===== src/rtl/moosic_note_player.sv =====
// Tone stage: buffers (half-period, duration) note commands in a small FIFO
// and plays them back-to-back as a 1-bit square wave.
module moosic_note_player #(
  parameter int DEPTH       = 4,
  parameter int TICK_CYCLES = 250000,
  parameter int PW          = 16,
  parameter int DW          = 8
) (
  input  logic                     clk,
  input  logic                     rst_n,
  input  logic                     stop,
  input  logic                     cmd_valid,
  output logic                     cmd_ready,
  input  logic [PW-1:0]            cmd_period,
  input  logic [DW-1:0]            cmd_duration,
  output logic                     audio_out,
  output logic                     playing,
  output logic [$clog2(DEPTH):0]   fifo_level
);

  localparam int AW = $clog2(DEPTH);
  localparam int LW = AW + 1;
  localparam int SW = $clog2(TICK_CYCLES);
  localparam logic [SW-1:0] PRE_LAST = SW'(TICK_CYCLES - 1);
  localparam logic [LW-1:0] LVL_FULL = LW'(DEPTH);

  localparam logic [0:0] S_IDLE = 1'b0;
  localparam logic [0:0] S_PLAY = 1'b1;

  typedef struct packed {
    logic [PW-1:0] period;
    logic [DW-1:0] duration;
  } cmd_t;

  cmd_t          mem [DEPTH];
  logic [AW-1:0] wr_ptr, rd_ptr;
  logic [LW-1:0] level;

  logic [0:0]    state;
  logic [PW-1:0] period_r;
  logic [DW-1:0] remaining_r;
  logic [SW-1:0] prescale;
  logic [PW-1:0] phase;
  logic          audio_r;

  cmd_t head;
  logic push, pop, load, note_end, fifo_empty;

  // Handshake, pop/load decisions and end-of-note detection
  always_comb begin
    head       = mem[rd_ptr];
    fifo_empty = (level == '0);
    cmd_ready  = rst_n & ~stop & (level != LVL_FULL);
    push       = cmd_valid & cmd_ready;
    note_end   = (state == S_PLAY) && (prescale == PRE_LAST) &&
                 (remaining_r == DW'(1));
    // The head is consumed either from IDLE or exactly at a note's last edge,
    // which is what makes chaining gapless.
    pop        = ~stop & ~fifo_empty & ((state == S_IDLE) | note_end);
    load       = pop & (head.duration != '0);
  end

  // Command storage; writes are already gated by reset/stop via cmd_ready
  always_ff @(posedge clk) begin
    if (push) mem[wr_ptr] <= '{period: cmd_period, duration: cmd_duration};
  end

  // FIFO pointers and occupancy; a full FIFO never accepts, even when popping
  always_ff @(posedge clk) begin
    if (!rst_n || stop) begin
      wr_ptr <= '0;
      rd_ptr <= '0;
      level  <= '0;
    end else begin
      if (push) wr_ptr <= wr_ptr + AW'(1);
      if (pop)  rd_ptr <= rd_ptr + AW'(1);
      case ({push, pop})
        2'b10:   level <= level + LW'(1);
        2'b01:   level <= level - LW'(1);
        default: level <= level;
      endcase
    end
  end

  // Player FSM: load/chain notes, run the tick prescaler and tone phase
  always_ff @(posedge clk) begin
    if (!rst_n || stop) begin
      state       <= S_IDLE;
      period_r    <= '0;
      remaining_r <= '0;
      prescale    <= '0;
      phase       <= '0;
      audio_r     <= 1'b0;
    end else if (load) begin
      state       <= S_PLAY;
      period_r    <= head.period;
      remaining_r <= head.duration;
      prescale    <= '0;
      phase       <= '0;
      audio_r     <= 1'b0;
    end else if (note_end) begin
      state       <= S_IDLE;
      period_r    <= '0;
      remaining_r <= '0;
      prescale    <= '0;
      phase       <= '0;
      audio_r     <= 1'b0;
    end else if (state == S_PLAY) begin
      if (prescale == PRE_LAST) begin
        prescale    <= '0;
        remaining_r <= remaining_r - DW'(1);
      end else begin
        prescale <= prescale + SW'(1);
      end
      // Period 0 is a rest: phase and output stay parked at 0
      if (period_r != '0) begin
        if (phase == period_r - PW'(1)) begin
          phase   <= '0;
          audio_r <= ~audio_r;
        end else begin
          phase <= phase + PW'(1);
        end
      end
    end
  end

  assign audio_out  = audio_r;
  assign playing    = (state == S_PLAY);
  assign fifo_level = level;

endmodule

===== config.mk =====
export PLATFORM = sky130hd
export DESIGN_NAME = moosic_note_player
export DESIGN_NICKNAME = d
export VERILOG_FILES = /design/src/rtl/moosic_note_player.sv
export SDC_FILE = /design/constraint.sdc
export NUM_CORES = 1
export LEC_CHECK = 0
export CORE_UTILIZATION = 39
export DETAILED_ROUTE_END_ITERATION = 8
export MAX_ROUTING_LAYER = met4
export PLACE_DENSITY = 0.52
export SLEW_MARGIN = 20
export SYNTH_ARGS = -nofsm -noshare
export SYNTH_HDL_FRONTEND = slang
export SYNTH_SLANG_ARGS = --single-unit

===== constraint.sdc =====
create_clock -name clk -period 3.8 [get_ports clk]
set_input_delay 1.14 -clock clk [delete_from_list [all_inputs] [get_ports clk]]
set_output_delay 1.14 -clock clk [all_outputs]
set_load 0.02 [all_outputs]

Word level (Yosys, flattened, before mapping). Memories as Yosys holds them, arrays and structs flattened. A register that Yosys moved wholly into a read port is not among the register bits. Cells that the tools add are included.

Equality and inequality tests: 6. Bitwise operators: 11. Muxes and demuxes: 15. Reduce and logical (&&, ||, !) cells: 15. $add $sub $neg: 8.

Operators by type and width (count): 16-bit 2-to-1 mux (3); 8-bit 2-to-1 mux (4); 18-bit by 1-bit adder with 18-bit output, second input constant (1); 18-bit == test, second input constant (1); 18-bit 2-to-1 mux (1); 16-bit by 1-bit adder with 16-bit output, second input constant (1); 16-bit == test (1); 16-bit nonzero test (1); 16-bit by 1-bit subtractor with 16-bit output, second input constant (1); 8-bit by 1-bit == test with 1-bit output, second input constant (1); 8-bit nonzero test (1); 8-bit by 1-bit subtractor with 8-bit output, second input constant (1); 1-bit bitwise AND (6); 3-bit one-hot mux with 2 select lines (1); 3-bit nonzero test (2); 2-bit by 1-bit adder with 2-bit output, second input constant (2); 1-bit 2-to-1 mux (4); 2-bit 2-to-1 mux (2); 1-bit inverter (4); 2-bit AND reduction (2); 2-bit nonzero test (2); 3-bit by 1-bit adder with 3-bit output, second input constant (1); 3-bit zero test (1); 3-bit inequality test, second input constant (1); 9 further kinds (10).

Bits of input ports: 28. Flip-flop bits (word level): 67. Word-level logic and storage cells: 65. Memories: 1. Output and inout port bits: 6. Bits in writable memories: 96.

Memories: mem (words 4, width 24, rd ports 1, clocked after Yosys merged registers in 1, write ports 1, RTL line 35) `cmd_t mem [DEPTH];`.

Longest topological paths before layout.
Depth in word-level cells: 8. Depth in mapped cells: 12. Mapped depth without buffers: 12.

Worst setup path before layout. No wires, ideal clock.

Kind: in2reg. From: in stop. To: reg level[2], in the netlist fifo_level[2]. Required time: 3729 ps. Path slack: 502 ps. Setup time: 71 ps. Path buffers: 1. Arrival: 3227 ps. Cell stages on the path: 11. Path through: nand2b_1 -> clkbuf_1 -> a31oi_1 -> and2_1 -> inv_1 -> ha_1 -> inv_1 -> fa_1 -> xor2_1 -> or3_1 -> a21oi_1.

Word-level cells in the longest chain between the ends: 6. Elaborated cells on any way between the ends: 11. Those cells by class: eq/ne: 2; mux: 1; bitwise: 6; reduce/logical: 2.

Ends and longest elaborated chain: start, declared (RTL line 11) `input logic stop,`; 1-bit inverter (*) (RTL line 53) `cmd_ready = rst_n & ~stop & (level != LVL_FULL);`; 1-bit bitwise AND (*) (2 in a row) (RTL line 53); named net cmd_ready (RTL line 13) `output logic cmd_ready,`; 1-bit bitwise AND (*) (RTL line 54) `push = cmd_valid & cmd_ready;`; 2-bit by 1-bit == test with 1-bit output or 2-bit == test (tied branches) (RTL line 77) `case ({push, pop})`; 3-bit one-hot mux with 2 select lines or 2-bit nonzero test (tied branches); end signal, assigned (RTL line 78) `2'b10: level <= level + LW'(1);`; end signal, assigned (RTL line 79) `2'b01: level <= level - LW'(1);`; end signal, assigned (RTL line 80) `default: level <= level;`; end, declared (RTL line 37) `logic [LW-1:0] level;`.

Mark *: on every way through the listed nets, which the timed path passes. The rest lies on a longest branch. A chain may end at the register's enable or synchronous reset.

Worst setup path after layout.
From: in stop. To: out cmd_ready.

Word-level cells in the longest chain between the ends: 3.

Ends and longest elaborated chain (RTL line): 1-bit inverter (53); 1-bit bitwise AND (2 in a row) (53); end, declared (13).

No other way between the ends.

==> flow_summary_export.csv <==
group,metric,value,unit
floorplan,core,0.0186,mm2
synth,yosysTopAreaCell,"edfxtp_1",
pwr,p_leak,2.92,nW
drt,dr.pass1.iters,6,
grt,grt_max_degree,25,
placement,dp_slack,0.0868,ns
placement,port_buffers,33,
timing,finClkSkew,0.0151,ns
clocking,h-tree-depth,4,
pwr,power_frac_seq,50.3,%
layout,fin_area,0.00861,mm2
setup_path,r2r_end,"fifo_level[2]$_SDFFE_PP0P_",
setup_path,path_cells,"clkdlybuf4s50_1 > nand2b_1 > a31oi_1 > dlymetal6s2s_1",
pwr,clkPwrFrac,46.3,%
setup_path,end_kind,"primary output",
setup_path,cp_slowest_cell,"clkdlybuf4s50_1",
flow_run,cap_violations,0,
clocking,cts_tree,"built",
synth,synth_flop_cell,"edfxtp_1",
synth,synth_seq_area_share,57.6,%
placement,placed_cell_area,0.00800,mm2
timing,hold_viol,0,
synth,synth_top_area_share,39.0,%
synth,avgSynthCellArea,12.7,um2
grt,grt_overflow,0,
drt,antenna_left,0,
clocking,cts_buffers,17,
synth,async_flop_share,0,%
timing,rsz0062_at_grt,"no",
setup_path,crit_fanout,2,
clocking,clock_path_buffers,2,
setup_path,rrSetupSlack,0.66,ns
pwr,power.switching,924,uW
floorplan,pin_count,34,
timing,setup_slack,0.494,ns
drt,dr.first_iter.drc_count,233,
pwr,peakVddDrop,330,uV
pwr,internal-power,2.86,mW
grt,grtUsageMet3,3.82,%
setup_path,r2r_cells,10,
timing,tns,0,ns
synth,synth-seq-cells,165,
setup_path,slowest_delay,0.41,ns
synth,ys_warn_count,0,
synth,syn_inst,582,
timing,setup_violations,0,
layout,syn2layout_area_growth,16.4,%
setup_path,required,2.66,ns
synth,synth_cell_types,65,
drt,drc_errors,0,
layout,drive_gt1_share,15.9,%
timing,tightest_slew,0.782,ns
timing,finalCriticalPeriod,3.31,ns
drt,num_vias,4488,
placement,dpl.hpwl,9290,um
timing,max-slew-margin-rel,47.9,%
timing,fin_hold_ws,0.474,ns
grt,met1_usage,19.8,%
setup_path,critical_path_arrival,2.17,ns
grt,antenna_found_initial,0,
grt,grt_pass1_wl,23100,um
floorplan,die_w,140,um
floorplan,die-area,0.0195,mm2
layout,layout.cells.non_filler,877,
timing,fmax,0.302,GHz
pwr,power_frac_comb,3.4,%
grt,grt_util_met2,25.6,%
timing,drv_slew,0,
layout,utilization,46.2,%
grt,grt_pass1_vias,4432,
floorplan,start_util,39.7,%
pwr,power.density,439,mW/mm2
floorplan,rows,50,
outcome,status,"completed",
clocking,cts_sinks,165,
clocking,clk_latency,0.43,ns
setup_path,crit_start,"stop",
drt,viasPerCell,5.12,
min_path,hold_path.class,"reg2reg",
setup_path,critPathLaunchType,"input port",
synth,synth.net_count,621,
setup_path,worstSetupPathType,"in2out",
drt,route.detailed.wl_per_inst,16.0,um
synth,syn_area,0.00740,mm2
drt,wirelength,14000,um
placement,dp.cells,845,
grt,grt_util_all_layers,15.9,%
placement,gp_congestion,0.803,
timing,finalCritPeriodShare,87.0,%
synth,synth_edf_count,96,
pwr,total_power,3.78,mW
floorplan,fp.dieH,140,um
setup_path,crit_path_end,"cmd_ready",
clocking,clkSlewWorstSetupHoldPaths,0.07,ns
grt,top_usage_layer,"met2",
synth,synth_area_leaders,"edfxtp_1 39%, dfxtp_1 19%, mux4_2 7.0%, xor2_1 4.1%, nor2_1 2.9%",
clocking,clk_root_buffer_cell,"clkbuf_16",
setup_path,r2r-start,"remaining_r[2]$_SDFFE_PP0P_",
layout,final_nets,669,
layout,antenna_cells,0,
pwr,swShare,24.4,%
metal layers:
| metal | part of all wire [%] | vias up |
|---|---|---|
| met5 | 0 | - |
| met4 | 0.59 | 0 |
| met3 | 2.4 | 6 |
| met2 | 49 | 50 |
| met1 | 48 | 2225 |
| li1 | - | 2207 |
repair_timing:
action                                  4_1_cts  5_1_grt
endpoints found under the setup margin        0        1
hold buffers                                  0        0
buffers inserted                              0        0
resized for setup                             0        1
placed cells by master (no fill, tap or decap), types with 10 or more instances in the layout:
cell             Yosys  final
xnor2_1             21     21
nor2_1              57     57
and3_1              10     10
clkdlybuf4s50_1      0     32
nand4_1             13     13
inv_1               32     32
dfxtp_1             69     69
ha_1                10     10
nor3_1              11     11
buf_4                0     14
nor2_4              12     12
nand2_1             44     44
clkbuf_16            0     17
o21ai_1             10     10
xor2_1              35     35
nand3_1             16     16
mux4_2              23     23
edfxtp_1            96     96
a21oi_1             13     13
o21ai_0             10     10
Yosys cell counts (11+ instances only):
cell and number:
a21oi_1 13, edfxtp_1 96, nor3_1 11, xnor2_1 21, mux4_2 23, nor2_4 12
nor2_1 57, nand4_1 13, dfxtp_1 69, nand3_1 16, inv_1 32, xor2_1 35
nand2_1 44
state kept, by name, indices dropped and copies added, names as in the netlist, named ones only:
| name | cells |
|---|---|
| mem | 96 |
| prescale | 18 |
| period_r | 16 |
| phase | 16 |
| remaining_r | 8 |
| fifo_level | 3 |
| rd_ptr | 2 |
| wr_ptr | 2 |
| audio_out | 1 |
| playing | 1 |
area by class of cell:
type                            instances  area [um2]
Fill cell                            1687       10000
Sequential cell                       165        4260
Multi-Input combinational cell        367        2880
Timing Repair Buffer                   47         438
Clock buffer                           17         425
Tap cell                              234         293
Clock inverter                         15         185
Inverter                               32         120
power groups by stage:
stage	Clock, mW	Combinational [mW]	Sequential [mW]
4_1_cts	1.79	0.130	1.90
5_1_grt	1.87	0.140	1.90
3_5_place_dp	0	0.130	1.95
3_3_place_gp	0	0.126	1.94
2_1_floorplan	0	0.0694	1.94
6_report	1.75	0.128	1.90
how the worst min path moves through the flow:
| stage | endpoint | depth (start not counted) | slack [ns] | from |
|---|---|---|---|---|
| 2_1_floorplan | period_r[13]$_SDFFE_PP0P_ | 2 | 0.45 | period_r[13]$_SDFFE_PP0P_ |
| 3_3_place_gp | audio_out$_SDFFE_PP0P_ | 2 | 0.47 | audio_out$_SDFFE_PP0P_ |
| 3_5_place_dp | period_r[13]$_SDFFE_PP0P_ | 2 | 0.47 | period_r[13]$_SDFFE_PP0P_ |
| 4_1_cts | period_r[13]$_SDFFE_PP0P_ | 2 | 0.48 | period_r[13]$_SDFFE_PP0P_ |
| 5_1_grt | period_r[13]$_SDFFE_PP0P_ | 2 | 0.52 | period_r[13]$_SDFFE_PP0P_ |
| 6_report | period_r[13]$_SDFFE_PP0P_ | 2 | 0.47 | period_r[13]$_SDFFE_PP0P_ |
worst max-delay path, delay by kind of cell:
kind            cells  cell delay (ns)
simple gates        1             0.16
buf+inv             2             0.66
compound gates      1             0.20
cell families after synthesis:
| family | Yosys count | share of synthesized area, % |
|---|---|---|
| and+or+nand+nor | 211 | 16.2 |
| DFF | 165 | 57.6 |
| xor gates and xnor gates | 56 | 6.63 |
| AOI/OAI and AO/OA | 54 | 5.26 |
| buffers and inverters | 50 | 3.37 |
| muxes | 35 | 8.90 |
| adders and majority gates | 11 | 1.96 |
No activity file was read; power rests on OpenSTA's default activity.
